### config.mk
export PLATFORM = sky130hd
export DESIGN_NAME = counter_mod_updown_flat
export DESIGN_NICKNAME = d
export VERILOG_FILES = /design/src/rtl/counter_mod_updown_if.sv /design/src/rtl/counter_mod_updown.sv /design/src/flat_wrapper.sv
export SDC_FILE = /design/constraint.sdc
export NUM_CORES = 1
export LEC_CHECK = 0
export ABC_AREA = 1
export BUFFER_PORTS_ARGS = -buffer_cell sky130_fd_sc_hd__buf_2
export CAP_MARGIN = 20
export CORE_MARGIN = 8
export CORE_UTILIZATION = 35
export CTS_CLUSTER_SIZE = 12
export DETAILED_ROUTE_END_ITERATION = 10
export SYNTH_ARGS = -nofsm -noshare
export SYNTH_HDL_FRONTEND = slang
export SYNTH_SLANG_ARGS = --single-unit
### constraint.sdc
create_clock -name clk -period 1.6 [get_ports clk]
set_clock_uncertainty 0.15 [all_clocks]
set_input_delay 0 -clock clk [delete_from_list [all_inputs] [get_ports clk]]
set_output_delay 0 -clock clk [all_outputs]
set_load 0.02 [all_outputs]
### src/rtl/counter_mod_updown_if.sv
// Control and status bundle for counter_mod_updown.
// The bench or upstream logic drives through master; the counter sits on slave.
interface counter_mod_updown_if #(
   parameter int unsigned WIDTH = 4
);
   logic             en;
   logic             up;
   logic             clr;
   logic             load;
   logic [WIDTH-1:0] d;
   logic [WIDTH-1:0] out;
   logic             tc;
   logic             wrap;
   logic             ovf;

   modport master (
      output en, up, clr, load, d,
      input  out, tc, wrap, ovf
   );

   modport slave (
      input  en, up, clr, load, d,
      output out, tc, wrap, ovf
   );
endinterface

### src/rtl/counter_mod_updown.sv
// Modulo-N up/down counter with enable, clear, clamped load, and wrap-or-saturate.
// Also provides a registered wrap pulse, a sticky overflow flag and a cascadable terminal count.
module counter_mod_updown #(
   parameter int unsigned      WIDTH    = 4,
   parameter longint unsigned  MODULUS  = 16,
   parameter bit               SATURATE = 1'b0
) (
   input  logic                 clk,
   input  logic                 rst,
   counter_mod_updown_if.slave  bus
);

   if (WIDTH < 1 || WIDTH > 32) begin : g_bad_width
      $error("counter_mod_updown: WIDTH must be 1..32");
   end
   if (MODULUS < 2 || MODULUS > (64'd1 << WIDTH)) begin : g_bad_modulus
      $error("counter_mod_updown: MODULUS must be 2..2**WIDTH");
   end

   localparam logic [WIDTH:0]   MOD_W = (WIDTH+1)'(MODULUS);
   localparam logic [WIDTH:0]   ONE   = (WIDTH+1)'(1);
   localparam logic [WIDTH-1:0] MAX_V = WIDTH'(MODULUS - 1);

   logic [WIDTH-1:0] out_q, out_d;
   logic             wrap_q, wrap_d;
   logic             ovf_q, ovf_d;
   logic [WIDTH:0]   inc, dec;
   logic             at_term;

   always_ff @(posedge clk or posedge rst) begin
      if (rst) begin
         out_q  <= '0;
         wrap_q <= 1'b0;
         ovf_q  <= 1'b0;
      end else begin
         out_q  <= out_d;
         wrap_q <= wrap_d;
         ovf_q  <= ovf_d;
      end
   end

   always_comb begin
      inc     = {1'b0, out_q} + ONE;
      dec     = {1'b0, out_q} - ONE;
      // Extra bit keeps MODULUS == 2**WIDTH exact; counting down, a borrow flags zero.
      at_term = bus.up ? (inc == MOD_W) : dec[WIDTH];
   end

   always_comb begin
      out_d  = out_q;
      wrap_d = 1'b0;
      ovf_d  = ovf_q;
      if (bus.clr) begin
         out_d = '0;
         ovf_d = 1'b0;
      end else if (bus.load) begin
         out_d = ({1'b0, bus.d} >= MOD_W) ? MAX_V : bus.d;
      end else if (bus.en) begin
         if (!at_term) begin
            out_d = bus.up ? inc[WIDTH-1:0] : dec[WIDTH-1:0];
         end else begin
            ovf_d = 1'b1;
            if (!SATURATE) begin
               out_d  = bus.up ? '0 : MAX_V;
               wrap_d = 1'b1;
            end
         end
      end
   end

   assign bus.out  = out_q;
   assign bus.wrap = wrap_q;
   assign bus.ovf  = ovf_q;
   assign bus.tc   = bus.en & at_term;

endmodule

### src/flat_wrapper.sv
// flat-port wrapper written by rule: the top's interface ports become plain ports
module counter_mod_updown_flat 
#(
   parameter int unsigned      WIDTH    = 4,
   parameter longint unsigned  MODULUS  = 16,
   parameter bit               SATURATE = 1'b0
)
  (clk, rst, bus_en, bus_up, bus_clr, bus_load, bus_d, bus_out, bus_tc, bus_wrap, bus_ovf);
  counter_mod_updown_if #(.WIDTH(WIDTH)) bus_i ();
  input  logic clk;
  input  logic rst;
  input wire logic [$bits(bus_i.en)-1:0] bus_en;
  input wire logic [$bits(bus_i.up)-1:0] bus_up;
  input wire logic [$bits(bus_i.clr)-1:0] bus_clr;
  input wire logic [$bits(bus_i.load)-1:0] bus_load;
  input wire logic [$bits(bus_i.d)-1:0] bus_d;
  output wire logic [$bits(bus_i.out)-1:0] bus_out;
  output wire logic [$bits(bus_i.tc)-1:0] bus_tc;
  output wire logic [$bits(bus_i.wrap)-1:0] bus_wrap;
  output wire logic [$bits(bus_i.ovf)-1:0] bus_ovf;
  assign bus_i.en = bus_en;
  assign bus_i.up = bus_up;
  assign bus_i.clr = bus_clr;
  assign bus_i.load = bus_load;
  assign bus_i.d = bus_d;
  assign bus_out = bus_i.out;
  assign bus_tc = bus_i.tc;
  assign bus_wrap = bus_i.wrap;
  assign bus_ovf = bus_i.ovf;
  counter_mod_updown #(.WIDTH(WIDTH), .MODULUS(MODULUS), .SATURATE(SATURATE)) u_core (.clk(clk), .rst(rst), .bus(bus_i));
endmodule
* Word-level counts from Yosys, hierarchy flattened
Cells that the tools add are included.
** Word-level totals
- Register bits :: 6
- Word-level logic and storage cells :: 27
** Operators by class
- $add $sub $neg :: 2
- Equal/unequal tests :: 2
- Multiplexer cells :: 15
- Bitwise gates (word level) :: 1
- Reduce and logical (&&, ||, !) cells :: 4
** Operators with widths (count)
- 2-to-1 mux 4 bit :: 6
- 2-to-1 mux 1 bit :: 9
- adder 4 x 1 -> 5 bit (second input constant) :: 1
- equality test 5 bit (second input constant) :: 1
- subtractor 4 x 1 -> 5 bit (second input constant) :: 1
- nonzero test 2 bit :: 2
- AND reduction 3 bit :: 1
- nonzero test 3 bit :: 1
- != test 2 bit (second input constant) :: 1
- bitwise AND 1 bit :: 1

* Logic depth before layout (Yosys ltp)
Gate-level depths: netlist of the first run.
- Depth after elaboration :: 7
- Gate-level depth with buffers :: 10
- Depth with buffers taken out :: 10

* Worst setup path before layout of the first run
No wires, ideal clock.
- Path type :: reg-to-output
- Start point :: reg u_core.out_q[0] (netlist: u_core.bus.out[0])
- End point :: out bus_tc
- Arrival time :: 1.514 ns
- Data required time :: 1.450 ns
- Slack :: -0.064 ns
- Stages on the path, launching flop included :: 7
- Cells stage by stage :: dfrtp_1 -> inv_1 -> ha_1 -> inv_1 -> nor2_1 -> nand2_2 -> a21boi_0
** On the way
- Word-level cells in the longest chain between the ends :: 4
- Elaborated cells on any way between the ends :: 5
** Ends and longest elaborated chain
- start, declared :: RTL line counter_mod_updown.sv:24 : logic [WIDTH-1:0] out_q, out_d;
- start signal, assigned :: RTL line counter_mod_updown.sv:36 : out_q <= out_d;
- adder 4 x 1 -> 5 bit :: RTL line counter_mod_updown.sv:43 : inc = {1'b0, out_q} + ONE;
- equality test 5 bit :: RTL line counter_mod_updown.sv:46 : at_term = bus.up ? (inc == MOD_W) : dec[WIDTH];
- 2-to-1 mux 1 bit (*) :: RTL line counter_mod_updown.sv:46
- bitwise AND 1 bit (*) :: RTL line counter_mod_updown.sv:74 : assign bus.tc = bus.en & at_term;
- end, declared :: RTL line flat_wrapper.sv:18 : output wire logic [$bits(bus_i.tc)-1:0] bus_tc;
Every way passes the cells marked *; elsewhere a longest branch is shown, timed or not.

* Worst setup path in the final report of the first run
Same ends and word-level chain as after synthesis.

==> results.md, run 1 <==
- Final core occ: 0.5760
- Post-layout worst setup margin: -0.01202 ns
- Pins over their slew limit: 0
- ANT cells: 0
- Wire length of the first global-routing pass: 2270 um
- Final critical path time including I/O delays and setup: 1.612 ns
- Largest cells by area after synthesis: sky130_fd_sc_hd__dfrtp_1 31%, sky130_fd_sc_hd__nand2_1 15%, sky130_fd_sc_hd__nor2_1 11%, sky130_fd_sc_hd__ha_1 7.7%, sky130_fd_sc_hd__inv_1 7.7%
- Initial Util: 0.3760
- Register Area: 151.4 sq um
- Synthesized net count: 87
- Share of layout cells above drive strength 1: 0.3689
- Largest fanout on the critical path: 5
- GP Congestion: 0.8286
- Worst Hold Class: in -> reg
- Largest net degree at the start of global routing: 10
- Count of unique library cells instantiated by Yosys: 18
- Final net count: 118
- Remaining design rule violation count: 0
- Core Footprint: 0.001301 sq mm
- YS warnings: 0
- Share of synthesized area occupied by flip-flops and latches: 0.3069
- Number of DRC markers in iteration 0: 2
- Final HPWL DP: 994.4 um
- Pre-CTS WS: 0.1548 ns
- RSZ-0062 raised after global routing: yes
- Kind of critical path: reg -> out
- I/O pin count: 17
- Met2 capacity usage during global routing: 0.1836
- Antenna Nets Post-Route: 0
- Most used routing layer: met2
- Cts bufs inserted: 3
- Critical path launch point type: register
- Initial antenna violation count: 0
- Final std cells w/o fill: 118
- Synthesized cell area: 489.2 sq um
- Maximum ir drop on the vdd rail: 0.0004956 V
- Endpoint kind of the worst setup timing path: output pin
- Area added between synthesis and finish: 53.20%
- Average footprint of a synthesized cell: 6.611 sq um
- Wire length per cell after detailed routing: 11.75 um
- Areal power density over the cells: 666.6 mW/mm^2
- Total Wirelength: 1387 um
- Most used cells in the layout excluding fill and tap cells: 19 x sky130_fd_sc_hd__nand2_1, 15 x sky130_fd_sc_hd__buf_2, 12 x sky130_fd_sc_hd__nor2_1
- Full die area: 0.002850 sq mm
- Die width: 53.39 um
- Part of the cycle the worst path needs: 1.008
- Most frequent standard cell in the layout excluding fill and tap cells: sky130_fd_sc_hd__nand2_1
- Synth Instances: 74
- Via count of the first global-routing pass: 554
- Root Buffer: sky130_fd_sc_hd__clkbuf_4
- TritonRoute pass-1 iters: 4
- Buffers from clock root to sink, at most: 2
- Global-route total usage across every layer: 0.1041
- Num Clock Sinks: 6
- Latest clock arrival within the worst-skew pair: 0.23 ns
- Clock tree from TritonCTS: done
- Signal arrival time at the worst endpoint: 1.46 ns
- Worst hold margin: 0.008071 ns
- Yosys top cell by area: sky130_fd_sc_hd__dfrtp_1
- Number of rows created at floorplan: 13
- Grt ovf: 0
- # port buffers: 16
- Worst relative slew slack: 0.7407
- Area used by multi-input combinational logic: 325.3 sq um
- Result of the run: complete, but fails checks
- Final setup violation count: 1
- Measured slew at the worst slew-check pin: 0.3849 ns
- Total of flip-flops plus latches after synthesis: 6
- Number of fillers in the final layout: 135
- Cell leakage power: 0.4042 nW
- Final hold violation count: 0
- Max-cap violation count: 0
- Met1 Use GR: 0.1125
- Vias per cell: 4.788
- Clock transition at the registers of the reported paths: 0.04 ns
- Required time worst endpoint: 1.45 ns
- Peak clock frequency supported by timing: 620.3 MHz
- Post-layout power: 0.4996 mW
- Met3 usage: 0.04202
- Via count: 565
- Placed Cells: 107
- Internal reg-to-reg setup slack: 0.10 ns
- Die outline height: 53.39 um
- CTS H-tree depth: 1
- Failing checks: setup timing
- Proportion of netlist area held by the largest area contributor: 0.3069
==> state kept, by name, summed over array words and instances, names as in the netlist <==
name	count
u_core.bus.out	4
u_core.bus.ovf	1
u_core.bus.wrap	1
==> stage by stage <==
step / TNS (ns) / area (sq um)
floorplan: 0 / 489.2
global placement: 0 / 599.3
detailed placement: 0 / 599.3
CTS: -0.01257 / 694.4
global route: -0.07839 / 749.5
finish: -0.01202 / 749.5
==> where the power goes <==
part / total, mW / internal [mW] / leakage [nW] / switching [mW]
logic: 0.182 / 0.0797 / 0.312 / 0.102
clock network: 0.132 / 0.0844 / 0.0138 / 0.0476
registers: 0.185 / 0.164 / 0.0780 / 0.0212
total: 0.500 / 0.328 / 0.404 / 0.171
==> critical path, stage by stage (launching register included) <==
cell and delay (ns):
sky130_fd_sc_hd__dfrtp_1 0.35, sky130_fd_sc_hd__buf_6 0.14, sky130_fd_sc_hd__ha_4 0.14, sky130_fd_sc_hd__nand3_2 0.06, sky130_fd_sc_hd__nor2_2 0.13, sky130_fd_sc_hd__nand3_2 0.10, sky130_fd_sc_hd__a21boi_2 0.18, sky130_fd_sc_hd__buf_6 0.13
==> metal layers <==
metal	share of wire	up-vias
met5	0	-
met4	0.012	0
met3	0.079	2
met2	0.48	20
met1	0.42	254
li1	-	289
==> timing repair <==
item                       in CTS  in global routing
buffers inserted                0                  1
hold buffers                    7                  0
setup endpoints to repair       1                  1
hold endpoints to repair       11                  0
gates resized for setup         1                 13
pin swaps                       0                  3
==> cell usage after synthesis, drive strengths merged <==
library cell and instances:
nor2 15, a21boi 1, ha 3, o22ai 1
o21ai 5, xnor2 1, o21bai 1, inv 11
buf 1, nand3 7, nand2 21, nand4 1
dfrtp 6
==> layout make-up <==
cell class | instances | area share
multi-input combinational | 56 | 0.4341
sequential | 6 | 0.2020
timing repair buffer | 27 | 0.2538
clock buffer | 3 | 0.03005
tap | 15 | 0.02504
inverter | 11 | 0.05509
==> logic make-up (layout without fill, tap and decap cells) <==
| family | count (synthesis) | count (layout) | share of synthesized area |
|---|---|---|---|
| adder cells (fa/ha/maj) | 3 | 3 | 0.07673 |
| AND/OR/NAND/NOR | 44 | 44 | 0.3964 |
| AO/OA/AOI/OAI | 8 | 8 | 0.09464 |
| buffers and inverters | 12 | 41 | 0.1074 |
| flip-flops | 6 | 6 | 0.3069 |
| XOR/XNOR | 1 | 1 | 0.01791 |
==> final timing paths <==
check                                  start                 to  cells after the start
min reg2reg                   u_core.bus.ovf     u_core.bus.ovf                      2
max in group asynchronous                rst  u_core.bus.out[1]                      3
min in group asynchronous                rst  u_core.bus.out[0]                      3
max                        u_core.bus.out[0]             bus_tc                      7
min                                 bus_d[2]  u_core.bus.out[2]                      5
max reg2reg                u_core.bus.out[0]  u_core.bus.out[1]                      8
Note: power is estimated with default switching activity, not from simulation.
==> run 2: changes to the inputs <==
--- a/config.mk
+++ b/config.mk
@@ -5,11 +5,11 @@
 export SDC_FILE = /design/constraint.sdc
 export NUM_CORES = 1
 export LEC_CHECK = 0
-export ABC_AREA = 1
 export BUFFER_PORTS_ARGS = -buffer_cell sky130_fd_sc_hd__buf_2
 export CAP_MARGIN = 20
 export CORE_MARGIN = 8
 export CORE_UTILIZATION = 35
+export CTS_BUF_LIST = sky130_fd_sc_hd__clkbuf_8
 export CTS_CLUSTER_SIZE = 12
 export DETAILED_ROUTE_END_ITERATION = 10
 export SYNTH_ARGS = -nofsm -noshare
==> run 2 against run 1 <==
- the flow finishes with violations (hold timing, setup timing)
- combinational power grew 18%
- die area shrank 0.90%
- first-iteration DRC count rose to 4.0 times the previous value
- global-route usage rose by 1.0 points
- via count decreased by 7.6%
- flip-flop and latch count unchanged
- routed wire length up 18%
- sequential share of layout area is 1.5 points lower
- count of clock-buffer cells in the layout stayed put
==> results.md, run 2 <==
- Max-cap violation count: 0
- Global-route total usage across every layer: 0.1145
- YS warnings: 0
- Final net count: 95
- Commonest register cell after synthesis: sky130_fd_sc_hd__dfrtp_1
- Number of rows created at floorplan: 13
- Via count of the first global-routing pass: 514
- Areal power density over the cells: 789.1 mW/mm^2
- Cts bufs inserted: 3
- Failing checks: hold timing, setup timing
- Clock transition at the registers of the reported paths: 0.04 ns
- Critical path launch point type: register
- Wire length of the first global-routing pass: 2373 um
- Most used cells in the layout excluding fill and tap cells: 15 x sky130_fd_sc_hd__buf_2, 8 x sky130_fd_sc_hd__buf_4, 7 x sky130_fd_sc_hd__inv_1
- Share of async-settable or async-resettable flops after synthesis: 1.000
- Synthesized net count: 62
- Post-layout power: 0.6447 mW
- Dominant cell by count in the synthesized netlist: sky130_fd_sc_hd__inv_1
- Largest net degree at the start of global routing: 13
- Clock tree from TritonCTS: done
- Part of the cycle the worst path needs: 1.036
- Antenna Nets Post-Route: 0
- Post-layout worst setup margin: -0.05810 ns
- Largest fanout on the critical path: 4
- GP Congestion: 0.7852
- Die outline height: 53.15 um
- Total Wirelength: 1636 um
- Post-synth EDFFs: 0
- Largest register FFs: 4
- I/O pin count: 17
- Grt ovf: 0
- Maximum ir drop on the vdd rail: 0.0005764 V
- Worst relative slew slack: 0.7304
- Peak clock frequency supported by timing: 603.1 MHz
- Buffers from clock root to sink, at most: 2
- Final instance area: 817.0 sq um
- Count of unique library cells instantiated by Yosys: 29
- Full die area: 0.002824 sq mm
- Measured slew at the worst slew-check pin: 0.4007 ns
- Vias per cell: 5.438
- Signal arrival time at the worst endpoint: 1.51 ns
- Remaining design rule violation count: 0
- RSZ-0062 raised after global routing: yes
- Kind of critical path: reg -> out
- Synthesized cell area: 483.0 sq um
- Number of DRC markers in iteration 0: 8
- Final HPWL DP: 1040 um
- Cell leakage power: 0.3820 nW
- Largest cells by area after synthesis: sky130_fd_sc_hd__dfrtp_1 31%, sky130_fd_sc_hd__ha_1 7.8%, sky130_fd_sc_hd__inv_1 6.2%, sky130_fd_sc_hd__a2111oi_4 5.7%, sky130_fd_sc_hd__nor4_1 3.9%
- ANT cells: 0
- Worst hold margin: -0.008032 ns
- Via count: 522
- Most common library cells after synthesis: 8 x sky130_fd_sc_hd__inv_1, 6 x sky130_fd_sc_hd__dfrtp_1, 3 x sky130_fd_sc_hd__ha_1, 3 x sky130_fd_sc_hd__nor2_1, 3 x sky130_fd_sc_hd__nor4_1
- Root Buffer: sky130_fd_sc_hd__clkbuf_8
- CTS H-tree depth: 1
- Final hold violation count: 1
- Core Footprint: 0.001301 sq mm
- Endpoint kind of the worst setup timing path: output pin
- Placed Instance Area: 633.1 sq um
- Share of layout cells above drive strength 1: 0.5802
- Synth Instances: 49
- Pins over their slew limit: 0
- Average footprint of a synthesized cell: 9.856 sq um
- Latest clock arrival within the worst-skew pair: 0.23 ns
- Final critical path time including I/O delays and setup: 1.658 ns
- Yosys top cell by area: sky130_fd_sc_hd__dfrtp_1
- Share of synthesized area occupied by flip-flops and latches: 0.3109
- Worst Hold Class: in -> reg
- Initial Util: 0.3712
- Total of flip-flops plus latches after synthesis: 6
- Final setup violation count: 2
- # port buffers: 16
- TritonRoute pass-1 iters: 4
- Result of the run: complete, but fails checks
- Required time worst endpoint: 1.45 ns
- Die width: 53.15 um
- Most frequent standard cell in the layout excluding fill and tap cells: sky130_fd_sc_hd__buf_2
- Num Clock Sinks: 6
- Initial antenna violation count: 0
- Proportion of netlist area held by the largest area contributor: 0.3109
- Area added between synthesis and finish: 69.17%
- Final core occ: 0.6279
- Wire length per cell after detailed routing: 17.04 um
run 2: changes by cell type after synthesis, sizes merged, moves of 2 or more:
| cell | delta |
|---|---|
| and4 | +2 |
| inv | -3 |
| nand2 | -19 |
| nand3 | -7 |
| nor2 | -12 |
| nor4 | +3 |
| o21ai | -5 |
run 2: cell type report:
| class | count | area [sq um] |
|---|---|---|
| clock buffers | 3 | 41.29 |
| clock inverters | 1 | 3.754 |
| fillers | 117 | 484.2 |
| flip-flops and latches | 6 | 152.6 |
| repair buffers | 30 | 206.4 |
| inverters | 8 | 30.03 |
| multi-input cells | 33 | 364.1 |
| well taps | 15 | 18.77 |
run 2: what timing repair did:
action / CTS / global route
setup buffers: 2 / 1
pin swaps: 1 / 2
endpoints found under the hold margin: 12 / 0
endpoints found under the setup margin: 2 / 7
gates resized for setup: 2 / 9
hold buffers: 6 / 0
run 2: routing by layer:
metal,global-route usage,part of all wire
met5,0,0
met4,0.07143,0.015
met3,0.03922,0.077
met2,0.1797,0.49
met1,0.1292,0.42
run 2: cell families after synthesis:
group / share of synthesized area
adders and majority gates: 0.07773
muxes: 0.05181
DFF: 0.3109
and+or+nand+nor: 0.1969
buffers and inverters: 0.08030
AOI/OAI and AO/OA: 0.2824
run 2: critical path: stages, from the launching register on:
cell and delay [ns]:
sky130_fd_sc_hd__dfrtp_2 0.42, sky130_fd_sc_hd__buf_4 0.15, sky130_fd_sc_hd__ha_1 0.22, sky130_fd_sc_hd__a41oi_2 0.24, sky130_fd_sc_hd__nor2_1 0.07, sky130_fd_sc_hd__buf_4 0.16
run 2: worst paths after layout:
path | startpoint | to | slack [ns] | cells past startpoint
max | u_core.bus.out[0] | bus_tc | -0.06 | 5
min | bus_load | u_core.bus.wrap | -0.008 | 2
max reg2reg | u_core.bus.out[0] | u_core.bus.out[2] | -0.02 | 4
min reg2reg | u_core.bus.ovf | u_core.bus.ovf | 0.32 | 2
max in group asynchronous | rst | u_core.bus.out[1] | 0.99 | 3
min in group asynchronous | rst | u_core.bus.out[3] | 0.08 | 3
run 2: stage by stage:
step                      setup TNS (ns)  worst slack (ns)  cells
after detailed placement        -0.01404          -0.01404     83
after global routing             -0.4660           -0.1314     96
after global placement                 0           0.01385     83
after CTS                       -0.01654          -0.01654     95
final                           -0.07990          -0.05810     96
after floorplan                 -0.06351          -0.06351     49
run 2: where the power goes:
| group | internal (mW) | switching [mW] | total (mW) |
|---|---|---|---|
| Sequential | 0.164 | 0.0139 | 0.178 |
| Combinational | 0.102 | 0.112 | 0.214 |
| Clock | 0.167 | 0.0862 | 0.253 |
==> run 3: changes to the inputs <==
--- a/config.mk
+++ b/config.mk
@@ -5,7 +5,7 @@
 export SDC_FILE = /design/constraint.sdc
 export NUM_CORES = 1
 export LEC_CHECK = 0
-export BUFFER_PORTS_ARGS = -buffer_cell sky130_fd_sc_hd__buf_2
+export BUFFER_PORTS_ARGS = -buffer_cell sky130_fd_sc_hd__clkbuf_2
 export CAP_MARGIN = 20
 export CORE_MARGIN = 8
 export CORE_UTILIZATION = 35
==> run 3 against run 2 <==
- worst setup slack better by 0.032 ns
- largest cell class unchanged
- sequential power barely moved
- flip-flop and latch count did not move
- the run ends with setup timing left
- fmax increased by 2.0%
- combinational power shrank 7%
==> results.md, run 3 (same netlist as run 2, synthesis figures left out) <==
- FF-to-FF path depth: 4
- Final core occ: 0.6106
- Via count of the first global-routing pass: 527
- GP Congestion: 0.7874
- Root Buffer: sky130_fd_sc_hd__clkbuf_8
- Max-cap violation count: 0
- Signal arrival time at the worst endpoint: 1.58 ns
- Remaining design rule violation count: 0
- Largest fanout on the critical path: 4
- Vias per cell: 5.469
- Buffers from clock root to sink, at most: 2
- Number of rows created at floorplan: 13
- Cell leakage power: 0.3759 nW
- Latest clock arrival within the worst-skew pair: 0.22 ns
- Die width: 53.15 um
- Wire length per cell after detailed routing: 15.54 um
- Total Wirelength: 1492 um
- Worst Hold Class: in -> reg
- I/O pin count: 17
- Pre-CTS WS: -0.01904 ns
- Initial Util: 0.3712
- Part of the cycle the worst path needs: 1.016
- Clock tree from TritonCTS: done
- TritonRoute pass-1 iters: 3
- Area added between synthesis and finish: 64.51%
- Largest register FFs: 4
- Clock transition at the registers of the reported paths: 0.04 ns
- Cts bufs inserted: 3
- # port buffers: 16
- Antenna Nets Post-Route: 0
- Failing checks: setup timing
- Required time worst endpoint: 1.55 ns
- Share of layout cells above drive strength 1: 0.5432
- Final hold violation count: 0
- Worst relative slew slack: 0.7593
- Internal reg-to-reg setup slack: -0.03 ns
- CTS H-tree depth: 1
- Global-route total usage across every layer: 0.1128
- Crit Reg-Reg Startpoint: u_core.bus.out[0]
- Final std cells w/o fill: 96
- Final critical path time including I/O delays and setup: 1.626 ns
- Post-layout worst setup margin: -0.02567 ns
- Grt ovf: 0
- Result of the run: complete, but fails checks
- Endpoint kind of the worst setup timing path: register
- Hold path startpoint: bus_load
- Final setup violation count: 2
- Die outline height: 53.15 um
- Placed Cells: 83
- Maximum ir drop on the vdd rail: 0.0004498 V
- Measured slew at the worst slew-check pin: 0.3577 ns
- Core Footprint: 0.001301 sq mm
- Worst r2r dst: u_core.bus.out[2]
- Number of DRC markers in iteration 0: 6
- Via count: 525
- Critical path launch point type: register
- Wire length of the first global-routing pass: 2373 um
- Largest net degree at the start of global routing: 13
- Aggregate negative setup slack: -0.03817 ns
- Kind of critical path: reg -> reg
- Most frequent standard cell in the layout excluding fill and tap cells: sky130_fd_sc_hd__clkbuf_2
- Final net count: 95
- Peak clock frequency supported by timing: 615.1 MHz
- Most used cells in the layout excluding fill and tap cells: 15 x sky130_fd_sc_hd__clkbuf_2, 8 x sky130_fd_sc_hd__buf_4, 7 x sky130_fd_sc_hd__inv_1
- Endpoint of the worst hold path: u_core.bus.wrap
- Initial antenna violation count: 0
- Number of cells on the worst hold path: 2
- Full die area: 0.002824 sq mm
- Pins over their slew limit: 0
- Num Clock Sinks: 6
- Areal power density over the cells: 778.8 mW/mm^2
- RSZ-0062 raised after global routing: yes
- Final HPWL DP: 1065 um
- ANT cells: 0
==> run 3: per-stage QoR <==
| stage | cell area, sq um | total power, mW | hold slack, ns |
|---|---|---|---|
| global route | 794.5 | 0.6618 | 0.04557 |
| CTS | 769.5 | 0.6121 | 0.02660 |
| floorplan | 505.5 | 0.2764 | -0.3592 |
| global placement | 633.1 | 0.3382 | -0.2315 |
| detailed placement | 633.1 | 0.3421 | -0.2301 |
| finish | 794.5 | 0.6188 | 0.02941 |
==> run 3: worst max path at each step <==
stage                            from           endpoint  slack, ns
floorplan           u_core.bus.out[0]  u_core.bus.out[2]      -0.06
global placement    u_core.bus.out[0]  u_core.bus.out[2]       0.01
detailed placement  u_core.bus.out[0]  u_core.bus.out[2]      -0.02
CTS                 u_core.bus.out[0]  u_core.bus.out[2]      -0.03
global route        u_core.bus.out[1]             bus_tc      -0.12
finish              u_core.bus.out[0]  u_core.bus.out[2]      -0.03
==> run 3: report_power, final <==
part / internal [mW] / switching, mW / leakage (nW)
combinational: 0.0970 / 0.103 / 0.272
sequential: 0.164 / 0.0149 / 0.0770
clock: 0.166 / 0.0742 / 0.0269
==> run 3: cell type report <==
| type | count | area (sq um) |
|---|---|---|
| flip-flops and latches | 6 | 152.6 |
| repair buffers | 30 | 206.4 |
| clock inverters | 1 | 3.754 |
| inverters | 8 | 30.03 |
| well taps | 15 | 18.77 |
| clock buffers | 3 | 41.29 |
| fillers | 117 | 506.7 |
| multi-input cells | 33 | 341.6 |
==> run 3: critical path: stages, from the launching register on <==
cell and delay [ns]:
sky130_fd_sc_hd__dfrtp_2 0.42, sky130_fd_sc_hd__ha_2 0.19, sky130_fd_sc_hd__mux2_4 0.28, sky130_fd_sc_hd__and3_4 0.15, sky130_fd_sc_hd__a311o_2 0.31
==> run 3: layer usage <==
metal / global-route usage / up-vias / part of all wire
met1: 0.1356 / 254 / 0.43
met5: 0 / - / 0
li1: - / 250 / -
met4: 0.05462 / 0 / 0.021
met2: 0.1719 / 17 / 0.47
met3: 0.04202 / 4 / 0.077
==> run 3: what timing repair did <==
action                                  in CTS  in global routing
pin swaps                                    1                  2
gates resized for setup                      2                  5
buffers inserted                             2                  1
endpoints found under the hold margin       12                  0
cloned                                       0                  0
endpoints found under the setup margin       3                  6
hold buffers                                 6                  0
